### config.mk
export PLATFORM = sky130hd
export DESIGN_NAME = mem_port_arbiter_flat
export DESIGN_NICKNAME = d
export VERILOG_FILES = /design/src/rtl/mem_port_arbiter_if.sv /design/src/rtl/mem_port_arbiter.sv /design/src/flat_wrapper.sv
export SDC_FILE = /design/constraint.sdc
export NUM_CORES = 1
export LEC_CHECK = 0
export CAP_MARGIN = 15
export CORE_AREA = 2 2 108 110
export DETAILED_ROUTE_END_ITERATION = 10
export DIE_AREA = 0 0 110 112
export PLACE_DENSITY = 0.91
export REMOVE_ABC_BUFFERS = 1
export SYNTH_ARGS = -nofsm -noshare
export SYNTH_HDL_FRONTEND = slang
export SYNTH_SLANG_ARGS = --single-unit
### constraint.sdc
create_clock -name clk -period 1.8 [get_ports clk]
set_clock_uncertainty 0.1 [all_clocks]
set_input_delay 0.27 -clock clk [delete_from_list [all_inputs] [get_ports clk]]
set_output_delay 0.27 -clock clk [all_outputs]
set_load 0.01 [all_outputs]
### src/rtl/mem_port_arbiter_if.sv
// mem_port_arbiter_if
// Bundles every signal between the CPU memory-port arbiter, the two pipeline
// requesters (IF fetch, MEM data) and the single memory/NoC port.
//   Fetch side : if_req, if_addr -> ; <- if_rdata, if_valid, if_stall
//   Data side  : d_req, d_we, d_addr, d_wdata -> ; <- d_rdata, d_valid, d_stall
//   Memory side: <- mem_req, mem_we, mem_addr, mem_wdata ; mem_gnt, mem_rvalid, mem_rdata ->
// Modports:
//   slave  - the arbiter's view: it serves the pipeline and drives the memory request.
//   master - the environment's view: pipeline requesters plus the memory responder.
interface mem_port_arbiter_if #(
    parameter int unsigned ADDR_W = 32,
    parameter int unsigned DATA_W = 32
);
    // Instruction fetch requester
    logic              if_req;
    logic [0:ADDR_W-1] if_addr;
    logic [0:DATA_W-1] if_rdata;
    logic              if_valid;
    logic              if_stall;

    // Data requester
    logic              d_req;
    logic              d_we;
    logic [0:ADDR_W-1] d_addr;
    logic [0:DATA_W-1] d_wdata;
    logic [0:DATA_W-1] d_rdata;
    logic              d_valid;
    logic              d_stall;

    // Memory port
    logic              mem_req;
    logic              mem_we;
    logic [0:ADDR_W-1] mem_addr;
    logic [0:DATA_W-1] mem_wdata;
    logic              mem_gnt;
    logic              mem_rvalid;
    logic [0:DATA_W-1] mem_rdata;

    modport slave (
        input  if_req, if_addr,
        input  d_req, d_we, d_addr, d_wdata,
        input  mem_gnt, mem_rvalid, mem_rdata,
        output if_rdata, if_valid, if_stall,
        output d_rdata, d_valid, d_stall,
        output mem_req, mem_we, mem_addr, mem_wdata
    );

    modport master (
        output if_req, if_addr,
        output d_req, d_we, d_addr, d_wdata,
        output mem_gnt, mem_rvalid, mem_rdata,
        input  if_rdata, if_valid, if_stall,
        input  d_rdata, d_valid, d_stall,
        input  mem_req, mem_we, mem_addr, mem_wdata
    );
endinterface

### src/rtl/mem_port_arbiter.sv
// mem_port_arbiter
// Shares the CPU's single memory port between the IF fetch requester and the MEM data
// requester. One transaction is in flight at a time: IDLE arbitrates and latches the
// winning request, ISSUE presents it on the memory port until mem_gnt, WAIT waits for
// mem_rvalid and hands the response back to the owner. Per-requester stalls hold the
// IF pc / MEM stage until their own response is delivered.
// Ports:
//   clk   - rising-edge clock
//   reset - asynchronous, active-low; clears all state immediately
//   bus   - mem_port_arbiter_if.slave (requester handshakes and memory port)
module mem_port_arbiter (
    input logic               clk,
    input logic               reset,
    mem_port_arbiter_if.slave bus
);

    typedef enum logic [1:0] {
        StIdle  = 2'd0,
        StIssue = 2'd1,
        StWait  = 2'd2
    } state_e;

    typedef enum logic {
        OwnerIf   = 1'b0,
        OwnerData = 1'b1
    } owner_e;

    state_e state;
    owner_e owner;
    owner_e last_owner;

    logic any_req;
    logic pick_data;
    logic resp_now;
    logic if_match;
    logic d_match;

    assign any_req = bus.if_req | bus.d_req;

    // Round-robin on a tie: data wins only if IF was the last one granted.
    assign pick_data = bus.d_req & (~bus.if_req | (last_owner == OwnerIf));

    always_ff @(posedge clk or negedge reset) begin
        if (!reset) begin
            state         <= StIdle;
            owner         <= OwnerIf;
            last_owner    <= OwnerData;
            bus.mem_req   <= 1'b0;
            bus.mem_we    <= 1'b0;
            bus.mem_addr  <= '0;
            bus.mem_wdata <= '0;
        end else begin
            unique case (state)
                StIdle: begin
                    if (any_req) begin
                        state       <= StIssue;
                        bus.mem_req <= 1'b1;
                        if (pick_data) begin
                            owner         <= OwnerData;
                            last_owner    <= OwnerData;
                            bus.mem_addr  <= bus.d_addr;
                            bus.mem_we    <= bus.d_we;
                            bus.mem_wdata <= bus.d_wdata;
                        end else begin
                            // Fetches never write; keep the write fields quiet.
                            owner         <= OwnerIf;
                            last_owner    <= OwnerIf;
                            bus.mem_addr  <= bus.if_addr;
                            bus.mem_we    <= 1'b0;
                            bus.mem_wdata <= '0;
                        end
                    end
                end
                StIssue: begin
                    // Latched fields stay untouched until the memory accepts them.
                    if (bus.mem_gnt) begin
                        state       <= StWait;
                        bus.mem_req <= 1'b0;
                    end
                end
                StWait: begin
                    if (bus.mem_rvalid) begin
                        state <= StIdle;
                    end
                end
                default: begin
                    state       <= StIdle;
                    bus.mem_req <= 1'b0;
                end
            endcase
        end
    end

    // A response is only handed back if the owner still wants that same address;
    // otherwise (e.g. a fetch redirected by a branch) it is dropped silently.
    assign resp_now = (state == StWait) & bus.mem_rvalid;
    assign if_match = bus.if_req & (bus.if_addr == bus.mem_addr);
    assign d_match  = bus.d_req & (bus.d_addr == bus.mem_addr);

    always_comb begin
        bus.if_valid = 1'b0;
        bus.d_valid  = 1'b0;
        if (resp_now) begin
            if (owner == OwnerIf) begin
                bus.if_valid = if_match;
            end else begin
                bus.d_valid = d_match;
            end
        end
    end

    assign bus.if_rdata = bus.mem_rdata;
    assign bus.d_rdata  = bus.mem_rdata;

    assign bus.if_stall = bus.if_req & ~bus.if_valid;
    assign bus.d_stall  = bus.d_req & ~bus.d_valid;

endmodule

### src/flat_wrapper.sv
// flat-port wrapper written by rule: the top's interface ports become plain ports
module mem_port_arbiter_flat 
  (clk, reset, bus_if_req, bus_if_addr, bus_d_req, bus_d_we, bus_d_addr, bus_d_wdata, bus_mem_gnt, bus_mem_rvalid, bus_mem_rdata, bus_if_rdata, bus_if_valid, bus_if_stall, bus_d_rdata, bus_d_valid, bus_d_stall, bus_mem_req, bus_mem_we, bus_mem_addr, bus_mem_wdata);
  mem_port_arbiter_if bus_i ();
  input logic clk;
  input logic reset;
  input wire logic [$bits(bus_i.if_req)-1:0] bus_if_req;
  input wire logic [$bits(bus_i.if_addr)-1:0] bus_if_addr;
  input wire logic [$bits(bus_i.d_req)-1:0] bus_d_req;
  input wire logic [$bits(bus_i.d_we)-1:0] bus_d_we;
  input wire logic [$bits(bus_i.d_addr)-1:0] bus_d_addr;
  input wire logic [$bits(bus_i.d_wdata)-1:0] bus_d_wdata;
  input wire logic [$bits(bus_i.mem_gnt)-1:0] bus_mem_gnt;
  input wire logic [$bits(bus_i.mem_rvalid)-1:0] bus_mem_rvalid;
  input wire logic [$bits(bus_i.mem_rdata)-1:0] bus_mem_rdata;
  output wire logic [$bits(bus_i.if_rdata)-1:0] bus_if_rdata;
  output wire logic [$bits(bus_i.if_valid)-1:0] bus_if_valid;
  output wire logic [$bits(bus_i.if_stall)-1:0] bus_if_stall;
  output wire logic [$bits(bus_i.d_rdata)-1:0] bus_d_rdata;
  output wire logic [$bits(bus_i.d_valid)-1:0] bus_d_valid;
  output wire logic [$bits(bus_i.d_stall)-1:0] bus_d_stall;
  output wire logic [$bits(bus_i.mem_req)-1:0] bus_mem_req;
  output wire logic [$bits(bus_i.mem_we)-1:0] bus_mem_we;
  output wire logic [$bits(bus_i.mem_addr)-1:0] bus_mem_addr;
  output wire logic [$bits(bus_i.mem_wdata)-1:0] bus_mem_wdata;
  assign bus_i.if_req = bus_if_req;
  assign bus_i.if_addr = bus_if_addr;
  assign bus_i.d_req = bus_d_req;
  assign bus_i.d_we = bus_d_we;
  assign bus_i.d_addr = bus_d_addr;
  assign bus_i.d_wdata = bus_d_wdata;
  assign bus_i.mem_gnt = bus_mem_gnt;
  assign bus_i.mem_rvalid = bus_mem_rvalid;
  assign bus_i.mem_rdata = bus_mem_rdata;
  assign bus_if_rdata = bus_i.if_rdata;
  assign bus_if_valid = bus_i.if_valid;
  assign bus_if_stall = bus_i.if_stall;
  assign bus_d_rdata = bus_i.d_rdata;
  assign bus_d_valid = bus_i.d_valid;
  assign bus_d_stall = bus_i.d_stall;
  assign bus_mem_req = bus_i.mem_req;
  assign bus_mem_we = bus_i.mem_we;
  assign bus_mem_addr = bus_i.mem_addr;
  assign bus_mem_wdata = bus_i.mem_wdata;
  mem_port_arbiter u_core (.clk(clk), .reset(reset), .bus(bus_i));
endmodule
==> reports/qor.csv, run 1 <==
metric,value,unit
critical_path_arrival,2120,ps
required,1430,ps
final_antenna_net_count,0,
yosys.area.top_type,dfrtp_1,
worst_slack,-689,ps
clkTransAtPathRegs,50,ps
die_area,0.0123,mm^2
routed-via-count,3637,
crit_slowest_cell,dfrtp_1,
track_usage,23.7,%
max_slew_margin,71.7,%
fin_crit,2490,ps
min_path_type,in -> async,
whs,260,ps
synthMuxAreaShare,7.88,%
clockBufferDepth,2,
htree_levels,3,
violations,setup timing,
synthTopCellsByArea,"dfrtp_1, xor2_1, buf_4",
ios,269,
run_status,"complete, but fails checks",
fmax,402,MHz
wirelength,14900,um
num_rows,39,
dp_hpwl,11600,um
grt_pass1_vias,3877,
synth_top_family_by_area,buffers and inverters,
fin_tns_setup,-2660,ps
slew_violations,0,
p_leak,2.93,nW
synth-edff-count,0,
areaGrowthSynthToFinish,56.8,%
rsz0062_at_grt,yes,
drv_cap,0,
core_area,0.0112,mm^2
final_cell_area,0.00637,mm^2
finalSetupViolCount,4,
nets,686,
path_class,reg -> out,
power.density,1520,mW/mm^2
peakVddDrop,725,uV
cts_tree,built,
yosysTopAreaCellShare,42.5,%
synth-compound-area-share,12.6,%
numPortBuffers,172,
period_share,138,%
critPathCaptureType,output port,
antenna_found_initial,0,
die_w,110,um
synth-simple-area-share,8.04,%
final_hold_viol_count,0,
gr-total-overflow,0,
synth-adder-area-share,0,%
avgRoutedWirePerCell,21.3,um
synth_seq_cells,70,
ys_seq_area_share,43.1,%
postSynth.asyncResetShare,100,%
final.fill_count,901,
route.detailed.drc,0,
synthesis.area,0.00406,mm^2
clk_latency,330,ps
numCtsBuffers,9,
crit_top_cell,buf_4,
synthXorXnorAreaFrac,13.8,%
synth.most_common_cell,dfrtp_1,
synthTopCellsByCount,"dfrtp_1, buf_4, xor2_1, nand2_1",
drt_iter0_markers,140,
ys_warn_count,0,
place.gp.congestion,0.748,
viasPerCell,5.20,
tightest_slew,423,ps
grt_pass1_wl,21500,um
syn_area_per_cell,10.5,um^2
start_util,36.4,%
crit_chain,buf_4 > xor2_1 > nor4_2 > nand3_1 > buf_4 > nor4_4 > buf_2,
placed_area,0.00585,mm^2
first_pass_iters,4,
grt_max_degree,54,
max_stage_delay,390,ps
synth_flop_cell,dfrtp_1,
synthCells,388,
drive_gt1_share,17.8,%
synth_cell_types,27,
die_h,112,um
cts.sinks,70,
cp_max_fo,2,
root_buffer,clkbuf_16,
antenna_cells,0,
start_kind,flop,
cells by family (layout without fill, tap and decap cells):
logic type,after synthesis,after routing
buffers and inverters,83,251
AO/OA/AOI/OAI,73,73
flip-flops,70,70
AND/OR/NAND/NOR,66,66
XOR/XNOR,64,64
multiplexers,32,32
through the flow:
stage | utilization (%) | std cells | setup WS [ps] | total power, mW
floorplan | - | 305 | -3640 | 4.88
global route | 57.0 | 699 | -821 | 10.3
finish | 57.0 | 699 | -689 | 9.71
CTS | 56.2 | 694 | -772 | 9.70
detailed placement | 52.3 | 672 | -1290 | 7.48
global placement | 52.3 | 672 | -1260 | 7.31
worst paths after layout:
| check | end | depth (start not counted) | start | slack, ps |
|---|---|---|---|---|
| max in group asynchronous | u_core.last_owner$_DFFE_PN1P_ | 3 | reset | 730 |
| setup / recovery | bus_if_valid | 7 | u_core.bus.mem_addr[13]$_DFFE_PN0P_ | -690 |
| hold / removal | u_core.bus.mem_wdata[4]$_DFFE_PN0P_ | 2 | reset | 260 |
| setup reg to reg | u_core.bus.mem_wdata[3]$_DFFE_PN0P_ | 6 | u_core.state[1]$_DFFE_PN0P_ | 180 |
| min in group clk | u_core.bus.mem_addr[21]$_DFFE_PN0P_ | 3 | bus_d_addr[10] | 260 |
| hold reg to reg | u_core.bus.mem_req$_DFFE_PN0P_ | 2 | u_core.bus.mem_req$_DFFE_PN0P_ | 390 |
cell type report:
class / count / area [um^2] / share of cell area, %
repair buffers: 235 / 2250 / 35.4
multi-input cells: 235 / 1840 / 28.8
flip-flops and latches: 70 / 1750 / 27.5
clock buffers: 13 / 260 / 4.08
well taps: 143 / 179 / 2.81
clock inverters: 3 / 90.1 / 1.41
worst max-delay path: cells and delay by family, from the launching register on:
| family | cells | cell delay (ps) |
|---|---|---|
| buf+inv | 3 | 500 |
| xor+xnor | 1 | 150 |
| simple gates | 3 | 750 |
| flops | 1 | 390 |
report_power, final:
group	switching [mW]	internal (mW)	total [mW]
clock network	0.642	1.43	2.07
registers	0.543	2.23	2.78
logic	2.22	2.64	4.86
flip-flops by register name, indices dropped and copies added (netlist names):
name,cells
u_core.bus.mem_addr,32
u_core.bus.mem_req,1
u_core.bus.mem_wdata,32
u_core.bus.mem_we,1
u_core.last_owner,1
u_core.owner,1
u_core.state,2
layer usage:
metal | global-route usage [%] | share of wire [%] | vias to the layer above
li1 | - | - | 1613
met2 | 34.6 | 44 | 266
met4 | 6.84 | 1.6 | 4
met5 | 10.1 | 0.95 | -
met1 | 28.1 | 38 | 1731
met3 | 14.8 | 15 | 23
layout by cell type, fill, tap and decap left out, types with 9 or more instances in the layout:
cell	netlist	routed
nor4_2	2	9
dfrtp_1	69	69
xor2_1	62	60
dlymetal6s2s_1	0	9
buf_4	68	58
o21ai_0	33	33
clkbuf_16	0	9
a22o_1	33	33
clkdlybuf4s50_1	0	153
nand2_1	37	37
mux2i_1	32	32
timing repair:
item / in CTS / in global routing
setup endpoints to repair: 6 / 11
gates cloned: 0 / 0
gates resized for setup: 31 / 13
hold buffers: 1 / 0
buffers inserted: 5 / 5
pin swaps: 13 / 5
endpoints found under the hold margin: 21 / 0
Power figures use the tool's default switching activity.
==> run 2, diff against run 1 <==
PLACE_DENSITY = 0.87   (was 0.91)
==> run 2 against run 1 <==
Effect of this change: the run still ends with setup timing left; sequential share of layout area grew 0.63 points; final cell count shrank 0.72%; first-iteration DRC count shrank 34%; sequential cell count is the same; clock power shrank 24%; via count shrank 3.5%; register-to-register slack gained 50 ps; fmax grew 2.5%; power shrank 5.7%; hold slack gained 63 ps; non-clock buffer count shrank 4.
==> reports/qor.csv, run 2 (same netlist as run 1, synthesis figures left out) <==
metric,value,unit
run_status,"complete, but fails checks",
violations,setup timing,
antenna_found_initial,0,
root_buffer,clkbuf_16,
nets,682,
cts_tree,built,
peakVddDrop,585,uV
first_pass_iters,4,
numCtsBuffers,9,
final_hold_viol_count,0,
final_antenna_net_count,0,
track_usage,22.8,%
min_path_type,in -> reg,
gr-total-overflow,0,
slew_violations,0,
htree_levels,3,
routed-via-count,3508,
finalSetupViolCount,4,
numPortBuffers,172,
max_stage_delay,460,ps
fin_tns_setup,-2230,ps
fin_crit,2430,ps
path_class,in -> out,
max_slew_margin,68.8,%
start_kind,input pin,
num_rows,39,
whs,323,ps
power.density,1470,mW/mm^2
period_share,135,%
final_cell_mix,"clkdlybuf4s50_1, dfrtp_1, xor2_1",
route.detailed.drc,0,
grt_pass1_vias,3797,
antenna_cells,0,
rsz0062_at_grt,yes,
crit_chain,clkdlybuf4s50_1 > xor2_1 > nor4_1 > buf_4 > nand4_1 > o41a_1 > buf_6,
wirelength,14200,um
p_leak,2.86,nW
tightest_slew,468,ps
ios,269,
finalPower,9.16,mW
grt_max_degree,53,
final.fill_count,950,
drt_iter0_markers,92,
start_util,36.4,%
critPathCaptureType,output port,
final_util,55.8,%
die_h,112,um
crit_slowest_cell,clkdlybuf4s50_1,
core_area,0.0112,mm^2
place.gp.congestion,0.864,
clk_latency,320,ps
grt_pass1_wl,20700,um
cp_max_fo,2,
areaGrowthSynthToFinish,53.4,%
avgRoutedWirePerCell,20.4,um
layout_commonest_cell,clkdlybuf4s50_1,
worst_slack,-630,ps
drv_cap,0,
largestRegisters,"u_core.bus.mem_addr x32, u_core.bus.mem_wdata x32, u_core.state x2",
die_area,0.0123,mm^2
drive_gt1_share,17.1,%
viasPerCell,5.05,
fmax,412,MHz
clkTransAtPathRegs,60,ps
critical_path_arrival,2060,ps
clockBufferDepth,2,
required,1430,ps
dp_hpwl,11200,um
die_w,110,um
cts.sinks,70,
place_ws,-1090,ps
r2r_slack,230,ps
[run 2: cell count changes in the layout (fill, tap and decap cells not counted), sizes merged, moves of 2 or more]
cell | before | now
dlygate4sd2 | 5 | 8
clkinv | 0 | 2
bufinv | 3 | 0
clkdlybuf4s50 | 153 | 151
clkbuf | 13 | 9
buf | 67 | 63
clkinvlp | 0 | 4
[run 2: worst max-delay path, delay by kind of cell]
family                    cells  cell delay, ps
AOI/OAI and AO/OA             1             400
xor gates and xnor gates      1             180
buffers and inverters         3             770
and+or+nand+nor               2             440
[run 2: cell type report]
type	count	area, um^2	area share, %
Timing Repair Buffer	231	2230	35.7
Clock inverter	6	40.0	0.642
Tap cell	143	179	2.87
Multi-Input combinational cell	235	1810	29.0
Clock buffer	9	225	3.61
Sequential cell	70	1750	28.1
[run 2: final timing paths]
check	endpoint	cells past startpoint	from
worst max register to register	u_core.bus.mem_wdata[9]$_DFFE_PN0P_	6	u_core.state[1]$_DFFE_PN0P_
max in group asynchronous	u_core.last_owner$_DFFE_PN1P_	3	reset
worst max-delay path	bus_d_stall	7	bus_d_addr[20]
worst min register to register	u_core.bus.mem_req$_DFFE_PN0P_	2	u_core.bus.mem_req$_DFFE_PN0P_
worst min-delay path	u_core.bus.mem_addr[13]$_DFFE_PN0P_	3	bus_d_addr[18]
min in group asynchronous	u_core.bus.mem_wdata[27]$_DFFE_PN0P_	2	reset
[run 2: per-stage QoR]
step                area [um^2]  std cells
CTS                        6160        691
finish                     6230        694
global route               6230        694
detailed placement         5840        671
global placement           5840        671
floorplan                  3470        305
[run 2: layer usage]
layer	global-route usage (%)	vias up	routed length (um)
li1	-	1604	-
met1	27.2	1670	5770
met2	33.5	215	6150
met3	14.6	17	2060
met4	5.99	2	169
met5	5.46	-	17
[run 2: report_power, final]
| group | switching (mW) | leakage [nW] | internal [mW] | total, mW |
|---|---|---|---|---|
| Sequential | 0.537 | 0.887 | 2.24 | 2.77 |
| Combinational | 2.17 | 1.85 | 2.64 | 4.81 |
| Clock | 0.658 | 0.119 | 0.918 | 1.58 |
[run 2: timing repair]
action | 4_1_cts | 5_1_grt
setup endpoints to repair | 6 | 14
endpoints found under the hold margin | 32 | 0
buffers inserted | 4 | 3
resized for setup | 34 | 13
pin swaps | 10 | 3
hold buffers | 1 | 0
==> run 3, diff against run 2 <==
CAP_MARGIN = 5   (was 15)
==> results of run 3 <==
No change in the layout: final DEF, timing and power equal those of run 2.
==> edit 1, RTL diff (config.mk and constraints of run 1) <==
The 3 states of `state_e` get a one-hot encoding in 3 bits.
--- a/src/rtl/mem_port_arbiter.sv
+++ b/src/rtl/mem_port_arbiter.sv
@@ -14,10 +14,10 @@
     mem_port_arbiter_if.slave bus
 );
 
-    typedef enum logic [1:0] {
-        StIdle  = 2'd0,
-        StIssue = 2'd1,
-        StWait  = 2'd2
+    typedef enum logic [2:0] {
+        StIdle  = 3'b001,
+        StIssue = 3'b010,
+        StWait  = 3'b100
     } state_e;
 
     typedef enum logic {
Behaviour: same outputs for any inputs over 4 cycles, from zero or initial values and one cycle with reset low; so few cycles prove little.
==> edit 1 against run 1 <==
- final area rose by 5.0%
- largest cell class unchanged
- setup slack worse by 0.026 ns
- the run still ends with setup timing left
- non-clock buffer count rose by 14
- wire length rose by 5.3%
- power is 14% higher
- synthesized area is 2.8% higher
- highest routed layer unchanged
- via count grew 3.9%
- critical endpoint is now bus_d_stall
- sequential cell count increased by 1
==> edit 1: results (changes against run 1) <==
| Metric | Value |
|---|---|
| Setup crit end | `bus_d_stall` |
| Drt total wl | `15,700 um (+5.3%)` |
| Outcome | `complete, but fails checks` |
| Avg WL per Cell | `21.7 um (+1.8%)` |
| Global Route Usage Sum | `23.2% (-0.51 points)` |
| Setup WS post-layout | `-0.715 ns (-0.0259 ns)` |
| CP max stage delay | `0.47 ns (+0.08 ns)` |
| Largest cells by area after synthesis | `dfrtp_1 41%, xor2_1 13%, buf_4 11%` |
| 1st-iter DRT viols | `130 (-7.1%)` |
| Avg Synthesized Cell Area | `10.5 um2 (+0.25%)` |
| Slew HR | `68.5% (-3.2 points)` |
| R2r worst-path depth | `5 (-1)` |
| Largest net degree at the start of global routing | `41 (-24%)` |
| Seq/Total Area, Yosys | `42.6% (-0.56 points)` |
| Critical-path top delay cell | `o41a_1` |
| Biggest regs | `u_core.bus.mem_addr (32), u_core.bus.mem_wdata (32), u_core.state (3)` |
| First-pass GRT wire length | `21,100 um (-1.9%)` |
| Critical path arrival | `2.15 ns (+0.03 ns)` |
| Placed Cells | `685 (+1.9%)` |
| Worst Setup SP | `u_core.bus.mem_addr[7]` |
| R2R setup slack | `-0.08 ns (-0.26 ns)` |
| Worst hold path type | `in2reg` |
| Post-DP HPWL | `11,000 um (-4.8%)` |
| Failing checks | `setup timing` |
| Leak Pwr | `0.00301 uW (+2.4%)` |
| Worst-skew pair later-pin latency | `0.33 ns (about the same)` |
| Top post-synthesis cells by count | `69 x dfrtp_1, 64 x buf_4, 62 x xor2_1, 34 x nand2_1, 33 x a22o_1` |
| # setup viols final | `37 (+33)` |
| R2r startpoint | `u_core.state[0]` |
| Synth unique cells | `34 (+26%)` |
| R2R Path End | `u_core.bus.mem_wdata[7]` |
| DR vias/cell | `5.23 (+0.43%)` |
| Placer's final routability congestion estimate | `0.845 (+13%)` |
| Final net count | `712 (+3.8%)` |
| Peak VDD IR | `0.000795 V (+9.7%)` |
[edit 1: layout make-up]
| type | instances | area [um2] |
|---|---|---|
| Timing Repair Buffer | 249 | 2510 |
| Multi-Input combinational cell | 246 | 1950 |
| Clock buffer | 13 | 260 |
| Sequential cell | 71 | 1780 |
| Fill cell | 875 | 4480 |
| Clock inverter | 1 | 5.00 |
| Tap cell | 143 | 179 |
[edit 1: worst min-delay path by stage]
stage,startpoint,endpoint,cells after the start
after floorplan,reset,u_core.bus.mem_addr[0],0
after global placement,reset,u_core.bus.mem_addr[0],1
after detailed placement,reset,u_core.bus.mem_addr[2],1
after CTS,reset,u_core.bus.mem_addr[2],2
after global routing,bus_d_addr[5],u_core.bus.mem_addr[26],3
final,bus_d_addr[5],u_core.bus.mem_addr[26],3
[edit 1: through the flow]
step / setup TNS, ns / setup WS [ns] / hold WS, ns / instance area (um2)
2_1_floorplan: -119.75 / -2.12 / -0.126 / 3570
3_3_place_gp: -30.31 / -1.16 / 0.148 / 5940
3_5_place_dp: -32.15 / -1.17 / 0.158 / 5940
4_1_cts: -2.50 / -0.682 / 0.355 / 6350
5_1_grt: -5.87 / -0.759 / 0.248 / 6690
6_report: -4.30 / -0.715 / 0.227 / 6690
[edit 1: worst reg2reg max path, cell delays in order, from the launching register on]
cell and delay [ns]:
dfstp_2 0.54, buf_6 0.12, nand2b_4 0.07, or3_4 0.50
clkbuf_16 0.20, a22o_1 0.23
[edit 1: logic make-up after synthesis]
group	Yosys count	share of synthesized area (%)
muxes	32	7.66
xor gates and xnor gates	64	13.4
AOI/OAI and AO/OA	77	12.8
buffers and inverters	83	14.7
and+or+nand+nor	71	8.89
DFF	71	42.6
[edit 1: power by group]
part / switching, uW / internal (uW) / total, uW / leakage, uW
sequential: 584 / 2410 / 2990 / 0.000896
combinational: 2780 / 3660 / 6440 / 0.00198
clock: 639 / 991 / 1630 / 0.000132
[edit 1: metal layers]
metal  vias up  track usage (%)  share of wire (%)
met3        23             15.0                 14
met2       260             34.2                 45
li1       1685                -                  -
met1      1808             27.5                 39
met4         2             6.50                1.4
met5         -             3.78               0.20
[edit 1: timing repair]
| item | 4_1_cts | 5_1_grt |
|---|---|---|
| buffers inserted | 6 | 7 |
| hold endpoints to repair | 29 | 0 |
| pin swaps | 13 | 13 |
| gates resized for setup | 40 | 30 |
| hold buffers | 1 | 0 |
| endpoints found under the setup margin | 67 | 50 |
| cloned | 1 | 11 |
==> edit 2, RTL diff (settings of run 1) <==
Made on the original files. `ADDR_W` of `mem_port_arbiter_if`: 32 -> 48.
--- a/src/rtl/mem_port_arbiter_if.sv
+++ b/src/rtl/mem_port_arbiter_if.sv
@@ -8,7 +8,7 @@
 //   slave  - the arbiter's view: it serves the pipeline and drives the memory request.
 //   master - the environment's view: pipeline requesters plus the memory responder.
 interface mem_port_arbiter_if #(
-    parameter int unsigned ADDR_W = 32,
+    parameter int unsigned ADDR_W = 48,
     parameter int unsigned DATA_W = 32
 );
     // Instruction fetch requester
Interface: changed (resized bus_d_addr, bus_if_addr and bus_mem_addr); port bits go from 269 to 317. No check against the original RTL was run, so the function may have changed too.
==> edit 2 against run 1 <==
- largest cell class unchanged
- wire length is 40% higher
- sequential cell count increased by 16
- synthesized area up 26%
- the flow still finishes with violations (setup timing)
- combinational power up 44%
- final area grew 31%
- non-clock buffer count up 86
- setup slack lost 0.11 ns
- power rose by 28%
==> edit 2: results (changes against run 1) <==
| Metric | Value |
|---|---|
| Avg Synthesized Cell Area | `9.83 um2 (-6.1%)` |
| Post-DP HPWL | `16,500 um (+43%)` |
| Worst Max-Slew Pin Slew | `0.358 ns (-0.0647 ns)` |
| Setup WS post-layout | `-0.798 ns (-0.109 ns)` |
| #FFs+latches synth | `86 (+23%)` |
| Non-clock buffer share | `36.9% (+1.5 points)` |
| DR WL met2 | `10,200 um (+54%)` |
| Final net count | `933 (+36%)` |
| Mux contribution to synthesized area | `8.39% (+0.50 points)` |
| Setup Slack @ Placement | `-1.36 ns (-0.0695 ns)` |
| R2R Path End | `u_core.bus.mem_wdata[12]` |
| Met3 Use GR | `17.0% (+2.2 points)` |
| Global Route Usage Sum | `33.4% (+9.7 points)` |
| Avg WL per Cell | `22.9 um (+7.3%)` |
| # setup viols final | `4 (unchanged)` |
| R2R setup slack | `0.23 ns (+0.05 ns)` |
| First-pass GRT wire length | `29,800 um (+39%)` |
| Layout cell share with drive strength beyond 1 | `19.8% (+2.0 points)` |
| Non-clk invs | `14 (+14)` |
| Fillers | `770 (-15%)` |
| 1st-iter DRT viols | `294 (+110%)` |
| # port buffers | `220 (+28%)` |
| Register area | `2150 um2 (+23%)` |
| Synth unique cells | `33 (+22%)` |
| Outcome | `complete, but fails checks` |
| Non-filler instance count after layout | `914 (+31%)` |
| Final instance area | `8340 um2 (+31%)` |
| Failing checks | `setup timing` |
==> edit 2: changes by cell type after synthesis, moves of 14 or more <==
cell,run 1,this run
inv_1,0,14
dfrtp_1,69,85
nand2_1,37,56
xor2_1,62,35
o21ai_0,33,49
xnor2_1,2,46
==> edit 2: how the worst max path moves through the flow <==
stage | slack [ns] | cells after the start | to | from
detailed placement | -1.36 | 7 | bus_d_stall | bus_d_addr[17]
global route | -0.87 | 6 | bus_d_stall | u_core.bus.mem_addr[30]
finish | -0.80 | 6 | bus_d_stall | u_core.bus.mem_addr[30]
CTS | -0.78 | 6 | bus_d_stall | u_core.bus.mem_addr[38]
global placement | -1.32 | 7 | bus_d_stall | bus_d_addr[17]
floorplan | -5.42 | 3 | u_core.bus.mem_wdata[0] | u_core.last_owner
==> edit 2: what timing repair did <==
item / CTS / global route
pin swaps: 19 / 6
buffers inserted: 4 / 7
hold buffers: 1 / 0
resized for setup: 44 / 38
endpoints found under the setup margin: 11 / 23
hold endpoints to repair: 59 / 0
